### config.mk
export PLATFORM = sky130hd
export DESIGN_NAME = sensor_poll_sequencer_flat
export DESIGN_NICKNAME = d
export VERILOG_FILES = /design/src/rtl/sensor_poll_if.sv /design/src/rtl/sensor_poll_sequencer.sv /design/src/flat_wrapper.sv
export SDC_FILE = /design/constraint.sdc
export NUM_CORES = 1
export LEC_CHECK = 0
export ABC_AREA = 1
export CAP_MARGIN = 15
export CORE_UTILIZATION = 35
export DETAILED_ROUTE_END_ITERATION = 6
export GPL_TIMING_DRIVEN = 0
export HOLD_SLACK_MARGIN = 0.03
export PLACE_DENSITY = 0.67
export SLEW_MARGIN = 20
export SYNTH_ARGS = -nofsm -noshare
export SYNTH_HDL_FRONTEND = slang
export SYNTH_SLANG_ARGS = --single-unit
export TNS_END_PERCENT = 5
### constraint.sdc
create_clock -name clk -period 2.4 [get_ports clk]
set_clock_uncertainty 0.1 [all_clocks]
set_input_delay 0.72 -clock clk [delete_from_list [all_inputs] [get_ports clk]]
set_output_delay 0.72 -clock clk [all_outputs]
set_load 0.02 [all_outputs]
### src/rtl/sensor_poll_if.sv
// Shared 4-phase req/ack bus between the poll sequencer (master) and the height sensors (slave).
interface sensor_poll_if;
   logic [1:0] sens_sel;
   logic       sens_req;
   logic       sens_ack;
   logic [7:0] sens_data;
   logic       sens_par;

   modport master (
      output sens_sel, sens_req,
      input  sens_ack, sens_data, sens_par
   );

   modport slave (
      input  sens_sel, sens_req,
      output sens_ack, sens_data, sens_par
   );
endinterface

### src/rtl/sensor_poll_sequencer.sv
// Polls four height sensors over one 4-phase bus and publishes a coherent set of readings.
// Optional build macro SENSOR_PARITY_EN adds an even-parity check on each captured reading.
//
// state  | meaning
// IDLE   | waiting for start_i; outputs hold last set
// REQ    | sens_req high, waiting for ack with timeout
// REL    | sens_req low, waiting for ack release
// COMMIT | copy shadow readings to outputs, raise drop_en
module sensor_poll_sequencer #(
   parameter int TIMEOUT_CYC = 255
) (
   input  logic                clk,
   input  logic                rst_n,
   input  logic                start_i,
   sensor_poll_if.master       bus,
   output logic [7:0]          sensor1_o,
   output logic [7:0]          sensor2_o,
   output logic [7:0]          sensor3_o,
   output logic [7:0]          sensor4_o,
   output logic                drop_en_o,
   output logic                busy_o,
   output logic                err_o
);

   localparam int CW = $clog2(TIMEOUT_CYC + 1);

   typedef enum logic [1:0] {
      ST_IDLE,
      ST_REQ,
      ST_REL,
      ST_COMMIT
   } state_t;

   state_t        state_q;
   logic [1:0]    sel_q;
   logic          req_q;
   logic [CW-1:0] cnt_q;
   logic [CW-1:0] cnt_d;
   logic [7:0]    shadow_q [4];
   logic [7:0]    sensor_q [4];
   logic          drop_en_q;
   logic          busy_q;
   logic          err_q;

   // Saturation is never reached: the round aborts when cnt_d hits TIMEOUT_CYC.
   assign cnt_d = cnt_q + CW'(1);

`ifdef SENSOR_PARITY_EN
   logic par_fail_q;
   logic par_bad;
   assign par_bad = ^{bus.sens_data, bus.sens_par};
`else
   logic par_fail_q;
   logic unused_par;
   assign par_fail_q = 1'b0;
   assign unused_par = bus.sens_par;
`endif

   always_ff @(posedge clk or negedge rst_n) begin
      if (!rst_n) begin
         state_q   <= ST_IDLE;
         sel_q     <= '0;
         req_q     <= 1'b0;
         cnt_q     <= '0;
         drop_en_q <= 1'b0;
         busy_q    <= 1'b0;
         err_q     <= 1'b0;
         for (int i = 0; i < 4; i++) begin
            shadow_q[i] <= '0;
            sensor_q[i] <= '0;
         end
`ifdef SENSOR_PARITY_EN
         par_fail_q <= 1'b0;
`endif
      end else begin
         case (state_q)
            ST_IDLE: begin
               if (start_i) begin
                  state_q <= ST_REQ;
                  sel_q   <= '0;
                  err_q   <= 1'b0;
                  cnt_q   <= '0;
                  req_q   <= 1'b1;
                  busy_q  <= 1'b1;
`ifdef SENSOR_PARITY_EN
                  par_fail_q <= 1'b0;
`endif
               end
            end
            ST_REQ: begin
               if (bus.sens_ack) begin
                  shadow_q[sel_q] <= bus.sens_data;
                  req_q           <= 1'b0;
                  state_q         <= ST_REL;
`ifdef SENSOR_PARITY_EN
                  if (par_bad) begin
                     par_fail_q <= 1'b1;
                     err_q      <= 1'b1;
                     drop_en_q  <= 1'b0;
                  end
`endif
               end else if (cnt_d == CW'(TIMEOUT_CYC)) begin
                  err_q     <= 1'b1;
                  drop_en_q <= 1'b0;
                  req_q     <= 1'b0;
                  busy_q    <= 1'b0;
                  state_q   <= ST_IDLE;
               end else begin
                  cnt_q <= cnt_d;
               end
            end
            ST_REL: begin
               if (!bus.sens_ack) begin
                  if (par_fail_q) begin
                     busy_q  <= 1'b0;
                     state_q <= ST_IDLE;
                  end else if (sel_q == 2'd3) begin
                     state_q <= ST_COMMIT;
                  end else begin
                     sel_q   <= sel_q + 2'd1;
                     cnt_q   <= '0;
                     req_q   <= 1'b1;
                     state_q <= ST_REQ;
                  end
               end
            end
            ST_COMMIT: begin
               for (int i = 0; i < 4; i++) sensor_q[i] <= shadow_q[i];
               drop_en_q <= 1'b1;
               busy_q    <= 1'b0;
               state_q   <= ST_IDLE;
            end
            default: state_q <= ST_IDLE;
         endcase
      end
   end

   assign bus.sens_sel = sel_q;
   assign bus.sens_req = req_q;
   assign sensor1_o    = sensor_q[0];
   assign sensor2_o    = sensor_q[1];
   assign sensor3_o    = sensor_q[2];
   assign sensor4_o    = sensor_q[3];
   assign drop_en_o    = drop_en_q;
   assign busy_o       = busy_q;
   assign err_o        = err_q;

endmodule
### src/flat_wrapper.sv
// flat-port wrapper written by rule: the top's interface ports become plain ports
module sensor_poll_sequencer_flat 
#(
   parameter int TIMEOUT_CYC = 255
)
  (clk, rst_n, start_i, sensor1_o, sensor2_o, sensor3_o, sensor4_o, drop_en_o, busy_o, err_o, bus_sens_sel, bus_sens_req, bus_sens_ack, bus_sens_data, bus_sens_par);
  sensor_poll_if bus_i ();
  input  logic clk;
  input  logic rst_n;
  input  logic start_i;
  output logic [7:0] sensor1_o;
  output logic [7:0] sensor2_o;
  output logic [7:0] sensor3_o;
  output logic [7:0] sensor4_o;
  output logic drop_en_o;
  output logic busy_o;
  output logic err_o;
  output wire logic [$bits(bus_i.sens_sel)-1:0] bus_sens_sel;
  output wire logic [$bits(bus_i.sens_req)-1:0] bus_sens_req;
  input wire logic [$bits(bus_i.sens_ack)-1:0] bus_sens_ack;
  input wire logic [$bits(bus_i.sens_data)-1:0] bus_sens_data;
  input wire logic [$bits(bus_i.sens_par)-1:0] bus_sens_par;
  assign bus_sens_sel = bus_i.sens_sel;
  assign bus_sens_req = bus_i.sens_req;
  assign bus_i.sens_ack = bus_sens_ack;
  assign bus_i.sens_data = bus_sens_data;
  assign bus_i.sens_par = bus_sens_par;
  sensor_poll_sequencer #(.TIMEOUT_CYC(TIMEOUT_CYC)) u_core (.clk(clk), .rst_n(rst_n), .start_i(start_i), .bus(bus_i), .sensor1_o(sensor1_o), .sensor2_o(sensor2_o), .sensor3_o(sensor3_o), .sensor4_o(sensor4_o), .drop_en_o(drop_en_o), .busy_o(busy_o), .err_o(err_o));
endmodule
# Word level (Yosys, flattened, before mapping)

Index checks and enable logic that the tools add are counted.
Widths: inputs -> output; s select.

Output and inout bits: 38
Bits in registers: 80
Input port bits: 13
Word-level logic and storage cells: 79

Bitwise gates (word level): 2
$lt $le $gt $ge: 2
Reductions and logical operators: 14
Multiplexer cells: 32
Equal/unequal tests: 12
Add/subtract/negate cells: 2

Operators with widths:

| operator            | number |
|---|---|
| $mux 8              | 6 |
| $bwmux 32           | 1 |
| $pmux 8 s3          | 1 |
| $demux 8 s2         | 1 |
| $mux 2              | 8 |
| $reduce_and 4->1    | 3 |
| $ne 2x2->1 const B  | 5 |
| $mux 1              | 9 |
| $add 8x1->8 const B | 1 |
| $eq 8x8->1 const B  | 1 |
| $pmux 2 s4          | 1 |
| $eq 2x2->1 const B  | 3 |
| $pmux 1 s3          | 2 |
| $reduce_and 3->1    | 2 |
| $reduce_and 6->1    | 1 |
| $reduce_bool 2->1   | 3 |
| $reduce_and 5->1    | 1 |
| $pmux 1 s2          | 2 |
| $pmux 2 s2          | 1 |
| $ge 3x3->1 const B  | 1 |
| $lt 3x1->1 const B  | 1 |
| $ne 3x2->1 const B  | 1 |
| $not 2->3           | 1 |
| $reduce_bool 3->1   | 1 |
| other kinds (7)     | 7 |

# Longest topological paths before layout

Depth after elaboration: 6
Mapped depth: 12
Gate-level depth less buffers: 12

# Worst setup path after synthesis

OpenSTA, ideal clock, no wires.

Kind: input -> register
From: in start_i
To: reg u_core.cnt_q[4]
Setup slack: 0.613 ns
Arrival: 1.569 ns
Buffers on the path: 1
Setup time: 0.118 ns
Stages: 9
Data required time: 2.182 ns
Cells stage by stage: nand3b_1 > nand2_1 > a21oi_2 > nand2_2 > nor2_4 > nand2_4 > buf_6 > nand2_2 > o21ai_2

Cells in the longest elaborated chain, start to end: 2

Ends and longest elaborated chain:

| element                           | RTL line                     | RTL |
|---|---|---|
| start: declaration                | flat_wrapper.sv:10           | `input logic start_i;` |
| $ne 2x2->1 (no source line)       | -                            |  |
| $reduce_and 6->1 (no source line) | -                            |  |
| end signal: assignment            | sensor_poll_sequencer.sv:109 | `cnt_q <= cnt_d;` |
| end: declaration                  | sensor_poll_sequencer.sv:37  | `logic [CW-1:0] cnt_q;` |

No other way between the ends.
A chain may end at the register's enable or synchronous reset.

# Worst setup path after layout

From: reg u_core.sel_q[0] (netlist: u_core.bus.sens_sel[0])
To: out bus_sens_sel[0]

RTL lines:

| element                  | RTL line                     | RTL |
|---|---|---|
| start: declaration       | sensor_poll_sequencer.sv:35  | `logic [1:0] sel_q;` |
| start signal: assignment | sensor_poll_sequencer.sv:120 | `sel_q <= sel_q + 2'd1;` |
| end: declaration         | flat_wrapper.sv:18           | `output wire logic [$bits(bus_i.sens_sel)-1:0] bus_sens_sel;` |

No word-level cell between the ends.

==> reports/results.txt <==
crit path time final - 2.220 ns
Cells after Synth - 381
most common cell in the netlist - nand2_1
clock buffer depth - 2
Setup Buffers After CTS - 0
CTS tree - done
fin crit share - 0.9248
kind of end point of the critical path - primary output
CTS Hold Buffers Added - 0
Max-Cap Viols - 0
post-synthesis sequential area ratio - 0.5850
RSZ-0062 raised after global routing - false
post-route ant nets - 0
Placed Area - 4099 sq um
post-synthesis register bit count - 80
Die H - 100.9 microns
setup TNS - 0 ns
First DRT Iteration DRCs - 110
area of the die - 10180 sq um
kind of critical path - reg -> out
Buffers on Ports - 49
synthesized area per cell - 8.982 sq um
share of layout cells above drive strength 1 - 0.1096
worst skew pair latency - 0.36 ns
Worst path top cell family by delay - buffers and inverters
status - finished clean
initial antenna violation count - 0
measured slew at the worst slew-check pin - 0.5058 ns
DR WL/cell - 12.85 microns
min-delay worst type - in -> async
Power Density - 1258 nW/um^2
LEAKAGE - 2.166 nW
final wirelength - 7404 microns
post-synth top area share - 0.5850
residual DRC count - 0
CP Max Fanout - 4
Vias/cell - 4.509
worst path required time - 1.58 ns
Post-synth ARST share - 1.000
area of the core - 9371 sq um
Cell Area, Synth - 3422 sq um
non-filler cells, final - 576
# placed instances - 560
Initial Utilization - 0.3652
cell taking the most area after synthesis - dfrtp_1
first-pass GRT wire length - 12480 microns
htree depth - 3
clock-pin slew on the worst setup and hold paths - 0.09 ns
largest net degree at the start of global routing - 61
CTS Root Cell - clkbuf_8
Arr. time, crit path - 1.40 ns
CTS sink cnt - 80
io pins - 51
crit path launch type - flip-flop
total CTS buffers - 9
Yosys cell types - 23
post-CTS sizing - 0
crit-path cells - clkdlybuf4s50_1
GRT Overall Usage - 0.1598
DP HPWL - 5265 microns
Nets - 461
drt pass-1 iters - 4
number of setup violations in the final report - 0
CP max-delay cell - clkdlybuf4s50_1
CP Buf/Inv Count - 1
final hold viol count - 0
P&R area growth vs syn - 26.51%
synth warn - 0
Rows - 35
Ant. Diodes - 0
Max transition margin - 0.6628
vias in the first global route - 2558
Die W - 100.9 microns
fin area - 4329 sq um
peak supply drop - 0.0004611 V
Pins Over Slew Limit - 0
Synth Flop Type - dfrtp_1
list of most frequent post-synthesis cells - nand2_1 (169), dfrtp_1 (80), o21ai_1 (32)
EDFF count, synth - 0
total congestion overflow - 0
final estimated routing congestion in global placement - 0.7816
Vias - 2597
net count after synthesis - 400
synth top area cells - dfrtp_1 (59%), nand2_1 (19%), o21ai_1 (4.7%)
slowest cell delay on critical path - 0.63 ns
final core utilization - 0.4619
max frequency - 0.4505 GHz
==> cells by family (layout without fill, tap and decap cells) <==
logic type / count (synthesis) / after routing / share of synthesized area
and+or+nand+nor: 211 / 211 / 0.2698
DFF: 80 / 80 / 0.5850
AOI/OAI and AO/OA: 47 / 47 / 0.07825
buffers and inverters: 37 / 103 / 0.04497
adders and majority gates: 6 / 6 / 0.02194
==> cell usage in the layout, fill, tap and decap left out, types with 3 or more instances in the layout <==
cell type	count
nand2_2	3
o21ai_2	7
nor2_4	4
nand2_4	5
nand3b_1	3
clkdlybuf4s50_1	48
o21ai_0	6
ha_1	6
clkbuf_1	6
o21ai_1	32
nor2_1	10
nand2_1	169
buf_2	4
nand3_1	14
inv_6	4
dfrtp_1	80
clkbuf_8	9
inv_1	23
==> through the flow <==
stage	setup WS [ns]	hold WS, ns	power (mW)
2_1_floorplan	0.6134	0.3244	3.462
3_3_place_gp	-2.291	0.3544	4.273
3_5_place_dp	0.004614	0.3597	4.336
4_1_cts	0.1631	0.1478	5.504
5_1_grt	0.1385	0.1591	5.828
6_report	0.1804	0.1495	5.444
==> registers in the layout, summed over array words and instances (netlist names) <==
| name | flops |
|---|---|
| u_core.sensor2_o | 8 |
| u_core.sensor3_o | 8 |
| u_core.sensor4_o | 8 |
| u_core.drop_en_o | 1 |
| u_core.err_o | 1 |
| u_core.cnt_q | 8 |
| u_core.busy_o | 1 |
| u_core.bus.sens_sel | 2 |
| u_core.state_q | 2 |
| u_core.shadow_q | 32 |
| u_core.sensor1_o | 8 |
| u_core.bus.sens_req | 1 |
==> path summary, 6_finish.rpt <==
path	start	endpoint	slack (ns)	depth (start not counted)
max	u_core.bus.sens_sel[0]	bus_sens_sel[0]	0.18	1
min	rst_n	u_core.cnt_q[2]	0.15	1
max reg2reg	u_core.cnt_q[0]	u_core.cnt_q[6]	0.39	11
min reg2reg	u_core.shadow_q[27]	u_core.sensor1_o[3]	0.38	2
max in group asynchronous	rst_n	u_core.sensor4_o[0]	1.47	2
min in group clk	u_core.shadow_q[27]	u_core.sensor1_o[3]	0.38	2
==> final cells by class <==
class                           count  area [sq um]
Clock inverter                      7         106.4
Inverter                           26         100.1
Fill cell                         944          5042
Tap cell                          129         161.4
Timing Repair Buffer               50         515.5
Multi-Input combinational cell    264          1266
Buffer                             11         53.80
Clock buffer                        9         123.9
Sequential cell                    80          2002
==> power by group <==
part	internal, mW	leakage, nW	switching [mW]
clock	0.608	0.117	0.549
sequential	1.84	1.05	0.318
combinational	0.875	0.998	1.26
total	3.32	2.17	2.13
==> routing by layer <==
layer	part of all wire	track usage	vias to the layer above	routed length, microns
met1	0.49	0.2208	1230	3606
met4	0.011	0.05017	0	79
li1	-	-	1317	-
met3	0.038	0.03814	7	280
met2	0.46	0.2487	43	3437
met5	0	0	-	0
No activity file was read; power rests on OpenSTA's default activity.
